### config.mk
export PLATFORM = sky130hd
export DESIGN_NAME = csr_trap_seq_flat
export DESIGN_NICKNAME = d
export VERILOG_FILES = /design/src/rtl/csr_trap_seq_if.sv /design/src/rtl/csr_trap_seq.sv /design/src/flat_wrapper.sv
export SDC_FILE = /design/constraint.sdc
export NUM_CORES = 1
export LEC_CHECK = 0
export CAP_MARGIN = 30
export CORE_ASPECT_RATIO = 1.4
export CORE_MARGIN = 2
export CORE_UTILIZATION = 36
export CTS_BUF_LIST = sky130_fd_sc_hd__clkbuf_2 sky130_fd_sc_hd__clkbuf_4 sky130_fd_sc_hd__clkbuf_8
export DETAILED_ROUTE_END_ITERATION = 16
export GPL_TIMING_DRIVEN = 0
export PLACE_DENSITY = 0.84
export SKIP_LAST_GASP = 1
export SYNTH_ARGS = -nofsm -noshare
export SYNTH_HDL_FRONTEND = slang
export SYNTH_SLANG_ARGS = --single-unit
### constraint.sdc
create_clock -name clk_i -period 1.86 [get_ports clk_i]
set_input_delay 0.279 -clock clk_i [delete_from_list [all_inputs] [get_ports clk_i]]
set_output_delay 0.279 -clock clk_i [all_outputs]
set_load 0.005 [all_outputs]
### src/rtl/csr_trap_seq_if.sv
// CSR trap sequencer bus: pipeline retire events, CSR read-back values,
// the pipeline's own CSR write request, and everything the sequencer
// drives back (CSR write port, stall, redirect, sticky error).
interface csr_trap_seq_if #(
    parameter int XLEN   = 32,
    parameter int CSR_AW = 12
);
    logic              trap_req_i;
    logic              mret_req_i;
    logic [XLEN-1:0]   trap_pc_i;
    logic [XLEN-1:0]   mstatus_i;
    logic [XLEN-1:0]   mtvec_i;
    logic [XLEN-1:0]   mepc_i;
    logic              pipe_csr_we_i;
    logic [CSR_AW-1:0] pipe_csr_addr_i;
    logic [XLEN-1:0]   pipe_csr_wdata_i;
    logic              csr_we_o;
    logic [CSR_AW-1:0] csr_addr_o;
    logic [XLEN-1:0]   csr_wdata_o;
    logic              stall_o;
    logic              redirect_valid_o;
    logic [XLEN-1:0]   redirect_pc_o;
    logic              err_o;

    // Pipeline / CSR file side
    modport master (
        output trap_req_i, mret_req_i, trap_pc_i, mstatus_i, mtvec_i, mepc_i,
               pipe_csr_we_i, pipe_csr_addr_i, pipe_csr_wdata_i,
        input  csr_we_o, csr_addr_o, csr_wdata_o, stall_o,
               redirect_valid_o, redirect_pc_o, err_o
    );

    // Sequencer side
    modport slave (
        input  trap_req_i, mret_req_i, trap_pc_i, mstatus_i, mtvec_i, mepc_i,
               pipe_csr_we_i, pipe_csr_addr_i, pipe_csr_wdata_i,
        output csr_we_o, csr_addr_o, csr_wdata_o, stall_o,
               redirect_valid_o, redirect_pc_o, err_o
    );
endinterface

### src/rtl/csr_trap_seq.sv
// Trap/return sequencer for the machine-mode CSR file write port.
// Serialises the ecall (mepc, mcause, mstatus) and mret (mstatus) CSR
// updates one write per cycle, then emits a one-cycle PC redirect.
// Ordinary CSR-instruction writes pass straight through while idle.
// Optional feature macro: CSR_TRAP_MSTATUS_EN (adds the mstatus write step).
module csr_trap_seq #(
    parameter int XLEN   = 32,
    parameter int CSR_AW = 12
) (
    input  logic          clk_i,
    input  logic          rst,
    csr_trap_seq_if.slave bus
);

    localparam logic [2:0] IDLE      = 3'd0;
    localparam logic [2:0] W_MEPC    = 3'd1;
    localparam logic [2:0] W_MCAUSE  = 3'd2;
`ifdef CSR_TRAP_MSTATUS_EN
    localparam logic [2:0] W_MSTATUS = 3'd3;
`endif
    localparam logic [2:0] REDIRECT  = 3'd4;

    localparam logic KIND_TRAP = 1'b0;
    localparam logic KIND_RET  = 1'b1;

    localparam logic [CSR_AW-1:0] ADDR_MSTATUS = CSR_AW'(12'h300);
    localparam logic [CSR_AW-1:0] ADDR_MEPC    = CSR_AW'(12'h341);
    localparam logic [CSR_AW-1:0] ADDR_MCAUSE  = CSR_AW'(12'h342);
    localparam logic [XLEN-1:0]   CAUSE_ECALL_M = XLEN'(32'h0000_000B);

    logic [2:0]      state_q;
    logic            kind_q;
    logic [XLEN-1:0] epc_q;
    logic [XLEN-1:0] target_q;
    logic            err_q;

`ifdef CSR_TRAP_MSTATUS_EN
    logic [XLEN-1:0] mstatus_q;
    logic [XLEN-1:0] mstatus_new;

    // Next mstatus: trap stacks MIE into MPIE, return unstacks it; MPP is always M
    always_comb begin
        mstatus_new = mstatus_q;
        if (kind_q == KIND_TRAP) begin
            mstatus_new[7] = mstatus_q[3];
            mstatus_new[3] = 1'b0;
        end else begin
            mstatus_new[3] = mstatus_q[7];
            mstatus_new[7] = 1'b1;
        end
        mstatus_new[12:11] = 2'b11;
    end
`else
    logic unused_mstatus;
    assign unused_mstatus = ^bus.mstatus_i;
`endif

    // Sequencer state, latched operands and the sticky busy-write error
    always_ff @(posedge clk_i) begin
        if (rst) begin
            state_q  <= IDLE;
            kind_q   <= KIND_TRAP;
            epc_q    <= '0;
            target_q <= '0;
            err_q    <= 1'b0;
`ifdef CSR_TRAP_MSTATUS_EN
            mstatus_q <= '0;
`endif
        end else begin
            if (state_q != IDLE && bus.pipe_csr_we_i) begin
                err_q <= 1'b1;
            end
            case (state_q)
                IDLE: begin
                    if (bus.trap_req_i) begin
                        kind_q   <= KIND_TRAP;
                        epc_q    <= bus.trap_pc_i;
                        target_q <= bus.mtvec_i;
`ifdef CSR_TRAP_MSTATUS_EN
                        mstatus_q <= bus.mstatus_i;
`endif
                        state_q  <= W_MEPC;
                    end else if (bus.mret_req_i) begin
                        kind_q   <= KIND_RET;
                        target_q <= bus.mepc_i;
`ifdef CSR_TRAP_MSTATUS_EN
                        mstatus_q <= bus.mstatus_i;
                        state_q   <= W_MSTATUS;
`else
                        state_q   <= REDIRECT;
`endif
                    end
                end
                W_MEPC:    state_q <= W_MCAUSE;
`ifdef CSR_TRAP_MSTATUS_EN
                W_MCAUSE:  state_q <= W_MSTATUS;
                W_MSTATUS: state_q <= REDIRECT;
`else
                W_MCAUSE:  state_q <= REDIRECT;
`endif
                REDIRECT:  state_q <= IDLE;
                default:   state_q <= IDLE;
            endcase
        end
    end

    // CSR write port: pipeline pass-through when idle, sequencer writes otherwise
    always_comb begin
        bus.csr_we_o    = 1'b0;
        bus.csr_addr_o  = '0;
        bus.csr_wdata_o = '0;
        case (state_q)
            IDLE: begin
                bus.csr_we_o    = bus.pipe_csr_we_i;
                bus.csr_addr_o  = bus.pipe_csr_addr_i;
                bus.csr_wdata_o = bus.pipe_csr_wdata_i;
            end
            W_MEPC: begin
                bus.csr_we_o    = 1'b1;
                bus.csr_addr_o  = ADDR_MEPC;
                bus.csr_wdata_o = epc_q;
            end
            W_MCAUSE: begin
                bus.csr_we_o    = 1'b1;
                bus.csr_addr_o  = ADDR_MCAUSE;
                bus.csr_wdata_o = CAUSE_ECALL_M;
            end
`ifdef CSR_TRAP_MSTATUS_EN
            W_MSTATUS: begin
                bus.csr_we_o    = 1'b1;
                bus.csr_addr_o  = ADDR_MSTATUS;
                bus.csr_wdata_o = mstatus_new;
            end
`endif
            default: begin
                bus.csr_we_o    = 1'b0;
                bus.csr_addr_o  = '0;
                bus.csr_wdata_o = '0;
            end
        endcase
    end

    // Stall, redirect and error outputs; trap vectors are forced to direct mode
    always_comb begin
        bus.stall_o          = (state_q != IDLE) | bus.trap_req_i | bus.mret_req_i;
        bus.redirect_valid_o = (state_q == REDIRECT);
        bus.redirect_pc_o    = (kind_q == KIND_TRAP) ? {target_q[XLEN-1:2], 2'b00} : target_q;
        bus.err_o            = err_q;
    end

endmodule

### src/flat_wrapper.sv
// flat-port wrapper written by rule: the top's interface ports become plain ports
module csr_trap_seq_flat 
#(
    parameter int XLEN   = 32,
    parameter int CSR_AW = 12
)
  (clk_i, rst, bus_trap_req_i, bus_mret_req_i, bus_trap_pc_i, bus_mstatus_i, bus_mtvec_i, bus_mepc_i, bus_pipe_csr_we_i, bus_pipe_csr_addr_i, bus_pipe_csr_wdata_i, bus_csr_we_o, bus_csr_addr_o, bus_csr_wdata_o, bus_stall_o, bus_redirect_valid_o, bus_redirect_pc_o, bus_err_o);
  csr_trap_seq_if #(.XLEN(XLEN), .CSR_AW(CSR_AW)) bus_i ();
  input  logic clk_i;
  input  logic rst;
  input wire logic [$bits(bus_i.trap_req_i)-1:0] bus_trap_req_i;
  input wire logic [$bits(bus_i.mret_req_i)-1:0] bus_mret_req_i;
  input wire logic [$bits(bus_i.trap_pc_i)-1:0] bus_trap_pc_i;
  input wire logic [$bits(bus_i.mstatus_i)-1:0] bus_mstatus_i;
  input wire logic [$bits(bus_i.mtvec_i)-1:0] bus_mtvec_i;
  input wire logic [$bits(bus_i.mepc_i)-1:0] bus_mepc_i;
  input wire logic [$bits(bus_i.pipe_csr_we_i)-1:0] bus_pipe_csr_we_i;
  input wire logic [$bits(bus_i.pipe_csr_addr_i)-1:0] bus_pipe_csr_addr_i;
  input wire logic [$bits(bus_i.pipe_csr_wdata_i)-1:0] bus_pipe_csr_wdata_i;
  output wire logic [$bits(bus_i.csr_we_o)-1:0] bus_csr_we_o;
  output wire logic [$bits(bus_i.csr_addr_o)-1:0] bus_csr_addr_o;
  output wire logic [$bits(bus_i.csr_wdata_o)-1:0] bus_csr_wdata_o;
  output wire logic [$bits(bus_i.stall_o)-1:0] bus_stall_o;
  output wire logic [$bits(bus_i.redirect_valid_o)-1:0] bus_redirect_valid_o;
  output wire logic [$bits(bus_i.redirect_pc_o)-1:0] bus_redirect_pc_o;
  output wire logic [$bits(bus_i.err_o)-1:0] bus_err_o;
  assign bus_i.trap_req_i = bus_trap_req_i;
  assign bus_i.mret_req_i = bus_mret_req_i;
  assign bus_i.trap_pc_i = bus_trap_pc_i;
  assign bus_i.mstatus_i = bus_mstatus_i;
  assign bus_i.mtvec_i = bus_mtvec_i;
  assign bus_i.mepc_i = bus_mepc_i;
  assign bus_i.pipe_csr_we_i = bus_pipe_csr_we_i;
  assign bus_i.pipe_csr_addr_i = bus_pipe_csr_addr_i;
  assign bus_i.pipe_csr_wdata_i = bus_pipe_csr_wdata_i;
  assign bus_csr_we_o = bus_i.csr_we_o;
  assign bus_csr_addr_o = bus_i.csr_addr_o;
  assign bus_csr_wdata_o = bus_i.csr_wdata_o;
  assign bus_stall_o = bus_i.stall_o;
  assign bus_redirect_valid_o = bus_i.redirect_valid_o;
  assign bus_redirect_pc_o = bus_i.redirect_pc_o;
  assign bus_err_o = bus_i.err_o;
  csr_trap_seq #(.XLEN(XLEN), .CSR_AW(CSR_AW)) u_core (.clk_i(clk_i), .rst(rst), .bus(bus_i));
endmodule
==> metrics.md, run 1 <==
| Metric | Value |
|---|---|
| Root buffer cell | clkbuf_8 |
| Synth Cell Area | roughly 3500 um2 |
| CTS tree | yes |
| Max cap viols | 0 |
| Synth top area share | 0.394 |
| Synth warn | 0 |
| Yosys cell types | 24 |
| Row cnt | 42 |
| Latest clock arrival within the worst-skew pair | roughly 330 ps |
| Status | complete, but fails checks |
| Reg2reg setup slack | around 50 ps |
| Starting DRT DRC Count | approximately 130 |
| Tot GR Track Use | 0.236 |
| Worst vdd ir | 0.432 mV |
| Clock slew at reported path FFs | around 70 ps |
| Number of port buffers | 222 |
| Routed WL | ~13 mm |
| CP required | roughly 1600 ps |
| Largest area contributor in the netlist | dfxtp_1 |
| Max frequency | 0.489 GHz |
| Die H | about 120 um |
| Area growth syn-to-layout | 77.4% |
| #FFs+latches synth | between 60 and 70 |
| Post-synth top flop | dfxtp_1 |
| Worst min path class | in2reg |
| Final #Nets | around 840 |
| Reg-to-reg startpoint | u_core.state_q[2] |
| Minimum clock period | 2040 ps |
| Vias per cell | 5.05 |
| Vias in the first global route | 4119 |
| Starting Density | 0.371 |
| Area of the multi-input gates | 1720 um2 |
| Avg Cell Area, Syn | ~8.6 um2 |
| FF/Latch Area | ~1400 um2 |
| Share of cells above drive strength 1 | 0.217 |
| Die Area | around 11000 um2 |
| Pwr per Cell Area | between 600 and 700 nW/um2 |
| Pins Over Slew Limit | 0 |
| Number of remaining DRC errors | 0 |
| Clock sink total | 69 |
| DR vias | roughly 3900 |
| Final setup fails | 26 |
| Die width | 87.4 um |
| EDFF count, synth | 0 |
| Routability cong. | 0.778 |
| RSZ-0062 raised after global routing | yes |
| Fin Setup TNS | -2640 ps |
| Pleak | ~2.6 nW |
| CTS max path bufs | 2 |
| First-pass GRT wire length | 19.6 mm |
| PnR worst setup slack | -184 ps |
| I/O Pins | around 260 |
| N_diodes | 0 |
| Synth Instances | roughly 410 |
| Hold Startpoint | bus_trap_req_i |
| Worst r2r path cells | 7 |
| Dpl hpwl | roughly 9.5 mm |
| Pre-CTS setup slack | -437 ps |
| Hold path depth | 3 |
| Worst path arrival time | 1770 ps |
| WL/cell | ~17 um |
| Largest cells by area after synthesis | dfxtp_1, a21oi_1, mux2i_1, a211oi_1, a22o_1 |
| Tot Pwr | roughly 4.3 mW |
| Hold EP | u_core.target_q[8] |
| Clock H-tree levels | 3 |
| Failing checks | negative setup slack |
| CP Capture Type | primary output |
| Gr ovfl total | 0 |
| Ys async rst share | 0 |
| Pin count of the biggest net entering global routing | 11 |
| Fill cells | around 810 |
| Critical path class | reg2out |
| Area of placed instances | approximately 6000 um2 |
| Final hold vios | 0 |
| Cell area after layout | about 6200 um2 |
| Worst clock skew | about 8 ps |
| Slew HR | 0.630 |
| Post-synthesis sequential area ratio | 0.394 |
| Initial antenna violation count | 0 |
| Final period utilization | 1.10 |
| Worst-margin pin slew | 554 ps |
| Core box area | roughly 9500 um2 |
| DRT antenna net count | 0 |
| 1st-pass router iterations | 5 |
| Worst reg2reg path endpoint | u_core.epc_q[26] |
| Startpoint class of the critical path | flip-flop |
| Crit Path Max Fanout | 10 |
| Synthesized Nets | approximately 590 |
| CTS buffer count | 9 |
-- layout by cell type (no fill, tap or decap), drive strengths merged, types with 4 or more instances in the layout --
master         Yosys  layout
nor3               4       4
nand2             65      65
and2               9       9
o21a               4       4
nor2              10      10
buf               59     111
a21oi             68      68
a22o              29      29
mux2i             32      32
a211oi            35      35
dfxtp             69      69
dlygate4sd2        0       4
clkdlybuf4s50      0     182
clkbuf            11      24
-- timing repair --
action	in CTS	in global routing
cloned	3	1
hold buffers	0	0
setup endpoints to repair	47	43
setup buffers	14	7
gates resized for setup	166	34
pin swaps	7	14
-- sequential cells by signal (all words and copies together), names as in the netlist --
signal	flops
u_core.target_q	32
u_core.bus.err_o	1
u_core.kind_q	1
u_core.state_q	3
u_core.epc_q	32
-- kinds of logic after synthesis --
logic type | synth area share
AO/OA/AOI/OAI | 0.253
AND/OR/NAND/NOR | 0.130
multiplexers | 0.0914
buffers and inverters | 0.132
flip-flops | 0.394
-- cell usage after synthesis, drive strengths merged, types with 3 or more instances --
cell type	number
dfxtp	69
a21oi	68
nand2	65
buf	59
a211oi	35
mux2i	32
a22o	29
clkbuf	11
nor2	10
and2	9
nor3	4
o21a	4
nand2b	3
-- power breakdown --
| part | leakage, nW | internal, mW | switching, mW | total [mW] |
|---|---|---|---|---|
| logic | 1.95 | 0.952 | 0.589 | 1.54 |
| clock network | 0.0915 | 0.554 | 0.544 | 1.10 |
| registers | 0.572 | 1.62 | 0.0807 | 1.70 |
-- through the flow --
step	cells	hold slack [ps]	util
finish	773	398	0.657
CTS	770	390	0.657
global placement	740	441	0.620
floorplan	408	415	-
detailed placement	740	450	0.620
global route	773	400	0.657
-- area by class of cell --
type	instances	area share
flip-flops and latches	69	0.224
well taps	110	0.0221
plain buffers	68	0.0855
inverters	2	0.00121
clock buffers	12	0.0256
repair buffers	243	0.363
multi-input cells	267	0.277
clock inverters	2	0.00161
-- metal layers --
metal  global-route usage  vias up  wire [um]
met2                0.448      154       6970
met5                    0        -          0
met1                0.245     1823       4840
li1                     -     1908          -
met4               0.0750        0        189
met3               0.0608       17        821
-- critical path, stage by stage, from the launching register on --
cell and delay (ps):
dfxtp_4 370, nor3_4 260, buf_8 160, and2_1 130, clkdlybuf4s50_1 510
-- worst max path at each step --
| stage | slack, ps | to | cells past startpoint | from |
|---|---|---|---|---|
| after global routing | -290 | bus_csr_addr_o[5] | 4 | u_core.state_q[1] |
| after floorplan | 410 | bus_csr_wdata_o[12] | 4 | u_core.state_q[0] |
| after CTS | -220 | bus_csr_addr_o[10] | 4 | u_core.state_q[0] |
| final | -180 | bus_csr_addr_o[5] | 4 | u_core.state_q[1] |
| after detailed placement | -440 | bus_csr_wdata_o[2] | 4 | u_core.state_q[2] |
| after global placement | -430 | bus_csr_wdata_o[12] | 4 | u_core.state_q[2] |
(Power assumes the default switching activity.)
==> run 2: changes to the inputs <==
--- a/config.mk
+++ b/config.mk
@@ -9,9 +9,8 @@
 export CORE_ASPECT_RATIO = 1.4
 export CORE_MARGIN = 2
 export CORE_UTILIZATION = 36
-export CTS_BUF_LIST = sky130_fd_sc_hd__clkbuf_2 sky130_fd_sc_hd__clkbuf_4 sky130_fd_sc_hd__clkbuf_8
+export CTS_BUF_LIST = sky130_fd_sc_hd__clkbuf_4 sky130_fd_sc_hd__clkbuf_8
 export DETAILED_ROUTE_END_ITERATION = 16
-export GPL_TIMING_DRIVEN = 0
 export PLACE_DENSITY = 0.84
 export SKIP_LAST_GASP = 1
 export SYNTH_ARGS = -nofsm -noshare
==> run 2 against run 1 <==
Against the previous run: critical path depth grew 2; global-route usage fell by 1.6 points; combinational power down 3%; flip-flop and latch count unchanged; first-iteration DRC count is 14% higher; final area decreased by 1.6%; worst setup slack better by 55 ps; utilization is 1.0 points lower; critical endpoint is now bus_csr_wdata_o[6]; register-to-register slack improved by 80 ps; worst hold slack worse by 73 ps; die area stayed put; wire length fell by 4.2%; the flow still finishes with violations (negative setup slack).
==> metrics.md, run 2 (synthesized netlist as in run 1, its figures left out) <==
| Metric | Value |
|---|---|
| Status | complete, but fails checks (unchanged) |
| Failing checks | negative setup slack (unchanged) |
| Row cnt | 42 (unchanged) |
| Number of remaining DRC errors | 0 (unchanged) |
| Worst path arrival time | 1710 ps (was 1770 ps) |
| Starting Density | 0.371 (unchanged) |
| PnR worst setup slack | -129 ps (was -184 ps) |
| Pwr per Cell Area | 758 nW/um2 (was 697 nW/um2) |
| CTS buffer count | 9 (unchanged) |
| Worst vdd ir | 0.385 mV (was 0.432 mV) |
| Latest clock arrival within the worst-skew pair | 340 ps (was 330 ps) |
| RSZ-0062 raised after global routing | yes (unchanged) |
| Pins Over Slew Limit | 0 (unchanged) |
| I/O Pins | 257 (unchanged) |
| 1st-pass router iterations | 4 (was 5) |
| Hold EP | u_core.bus.err_o (was u_core.target_q[8]) |
| Final setup fails | 30 (was 26) |
| Hold path depth | 2 (was 3) |
| Worst r2r path cells | 6 (was 7) |
| Crit path cell chain | buf_6 -> nor3b_4 -> buf_6 -> clkbuf_16 -> a22o_1 -> clkdlybuf4s15_2 (was nor3_4 -> buf_8 -> and2_1 -> clkdlybuf4s50_1) |
| Die Area | 10600 um2 (unchanged) |
| Tot GR Track Use | 0.220 (was 0.236) |
| Final hold vios | 0 (unchanged) |
| WL/cell | 16.8 um (was 16.6 um) |
| Crit Path Max Fanout | 7 (was 10) |
| Pre-CTS setup slack | -65.5 ps (was -437 ps) |
| Slew HR | 0.598 (was 0.630) |
| Die width | 87.4 um (unchanged) |
| Clock slew at reported path FFs | 70 ps (about the same) |
| Pin count of the biggest net entering global routing | 34 (was 11) |
| Crit path largest cell delay | 370 ps (was 510 ps) |
| Critical path class | reg2out (unchanged) |
| CP max-delay cell | dfxtp_4 (was clkdlybuf4s50_1) |
| Final period utilization | 1.07 (was 1.10) |
| Most common cell after layout, fill and taps aside | clkdlybuf4s50_1 (unchanged) |
| Startpoint class of the critical path | flip-flop (unchanged) |
| Core box area | 9460 um2 (unchanged) |
| Area of placed instances | 5660 um2 (was 5860 um2) |
| Die H | 121 um (unchanged) |
| Root buffer cell | clkbuf_8 (unchanged) |
| Gr ovfl total | 0 (unchanged) |
| Worst reg2reg path endpoint | u_core.epc_q[2] (was u_core.epc_q[26]) |
| Routability cong. | 0.816 (was 0.778) |
| Area growth syn-to-layout | 74.7% (was 77.4%) |
| Reg-to-reg startpoint | u_core.state_q[1] (was u_core.state_q[2]) |
| Cell area after layout | 6120 um2 (was 6220 um2) |
| Starting DRT DRC Count | 150 (was 132) |
| DRT antenna net count | 0 (unchanged) |
| Placed insts | 694 (was 740) |
| Worst clock skew | 6.09 ps (was 8.17 ps) |
| Largest registers | u_core.epc_q x32, u_core.target_q x32, u_core.state_q x3 (unchanged) |
| Share of cells above drive strength 1 | 0.193 (was 0.217) |
| Post-route insts no fill | 733 (was 773) |
| CP Capture Type | primary output (unchanged) |
| Clock H-tree levels | 3 (unchanged) |
| Hold Startpoint | rst (was bus_trap_req_i) |
| Max frequency | 0.503 GHz (was 0.489 GHz) |
| Final #Nets | 795 (was 837) |
| DR vias | 3806 (was 3902) |
| Vias per cell | 5.19 (was 5.05) |
| Final design utilization | 0.647 (was 0.657) |
| Dpl hpwl | 8.48 mm (was 9.51 mm) |
| Pleak | 2.53 nW (was 2.61 nW) |
| Minimum clock period | 1990 ps (was 2040 ps) |
| Commonest non-fill, non-tap cells in the layout | clkdlybuf4s50_1, a21oi_1, dfxtp_1, nand2_1, a211oi_1 (was clkdlybuf4s50_1, a21oi_1, dfxtp_1, nand2_1, buf_2) |
| Tot Pwr | 4.64 mW (was 4.34 mW) |
| Routed WL | 12.3 mm (was 12.8 mm) |
| Clock sink total | 69 (unchanged) |
| First-pass GRT wire length | 18.3 mm (was 19.6 mm) |
| CTS max path bufs | 2 (unchanged) |
| N_diodes | 0 (unchanged) |
| Worst min path class | in2reg (unchanged) |
| Max cap viols | 0 (unchanged) |
| CTS tree | yes (unchanged) |
| Reg2reg setup slack | 130 ps (was 50 ps) |
| CP required | 1580 ps (about the same) |
| Number of port buffers | 224 (was 222) |
| Cell mode on critical path | buf_6 |
| Worst-margin pin slew | 604 ps (was 554 ps) |
| Initial antenna violation count | 0 (unchanged) |
| CTS Hold Bufs | 0 (unchanged) |
| Vias in the first global route | 3863 (was 4119) |
run 2: changes by cell type in the layout (fill, tap and decap cells not counted), moves of 6 or more:
| cell | previous run | this run |
|---|---|---|
| and2_1 | 9 | 3 |
| and2_4 | 0 | 6 |
| buf_2 | 46 | 25 |
| buf_4 | 44 | 21 |
| buf_6 | 14 | 20 |
| clkbuf_1 | 8 | 0 |
| clkbuf_2 | 2 | 8 |
| clkdlybuf4s50_1 | 182 | 175 |
run 2: worst max-delay path by stage:
stage | startpoint | endpoint | slack [ps] | cells past startpoint
3_3_place_gp | u_core.state_q[0] | bus_csr_wdata_o[31] | -60 | 4
3_5_place_dp | u_core.state_q[0] | bus_csr_wdata_o[31] | -70 | 4
4_1_cts | u_core.state_q[1] | bus_csr_wdata_o[31] | -180 | 7
2_1_floorplan | u_core.state_q[0] | bus_csr_wdata_o[12] | 410 | 4
5_1_grt | u_core.state_q[1] | bus_csr_wdata_o[6] | -180 | 6
6_report | u_core.state_q[1] | bus_csr_wdata_o[6] | -130 | 6
run 2: layout make-up:
class / instances / area, um2
fillers: 792 / 3340
flip-flops and latches: 69 / 1390
well taps: 110 / 138
inverters: 2 / 7.51
clock inverters: 7 / 114
multi-input cells: 267 / 1720
clock buffers: 9 / 124
repair buffers: 269 / 2620
run 2: metrics by stage:
step	TNS (ps)	hold WS (ps)
2_1_floorplan	0	415
3_3_place_gp	-634	443
3_5_place_dp	-1120	449
4_1_cts	-3710	311
5_1_grt	-3320	340
6_report	-959	326
run 2: layer usage:
| metal | share of wire | global-route usage | vias to the layer above |
|---|---|---|---|
| met4 | 0.025 | 0.0962 | 0 |
| met5 | 0 | 0 | - |
| li1 | - | - | 1835 |
| met1 | 0.37 | 0.227 | 1794 |
| met2 | 0.54 | 0.416 | 154 |
| met3 | 0.066 | 0.0437 | 23 |
run 2: critical path, delay by kind of cell (launching register included):
kind                   cells  cell delay, ps
AOI/OAI and AO/OA          1             120
and+or+nand+nor            1             230
DFF                        1             370
buffers and inverters      4             630
run 2: timing repair:
item,in CTS,in global routing
gates resized for setup,152,48
endpoints found under the setup margin,47,49
gates cloned,3,3
setup buffers,15,5
pin swaps,18,18
run 2: report_power, final:
group          switching (mW)  internal (mW)
registers              0.0799           1.62
logic                   0.580          0.915
clock network           0.563          0.885
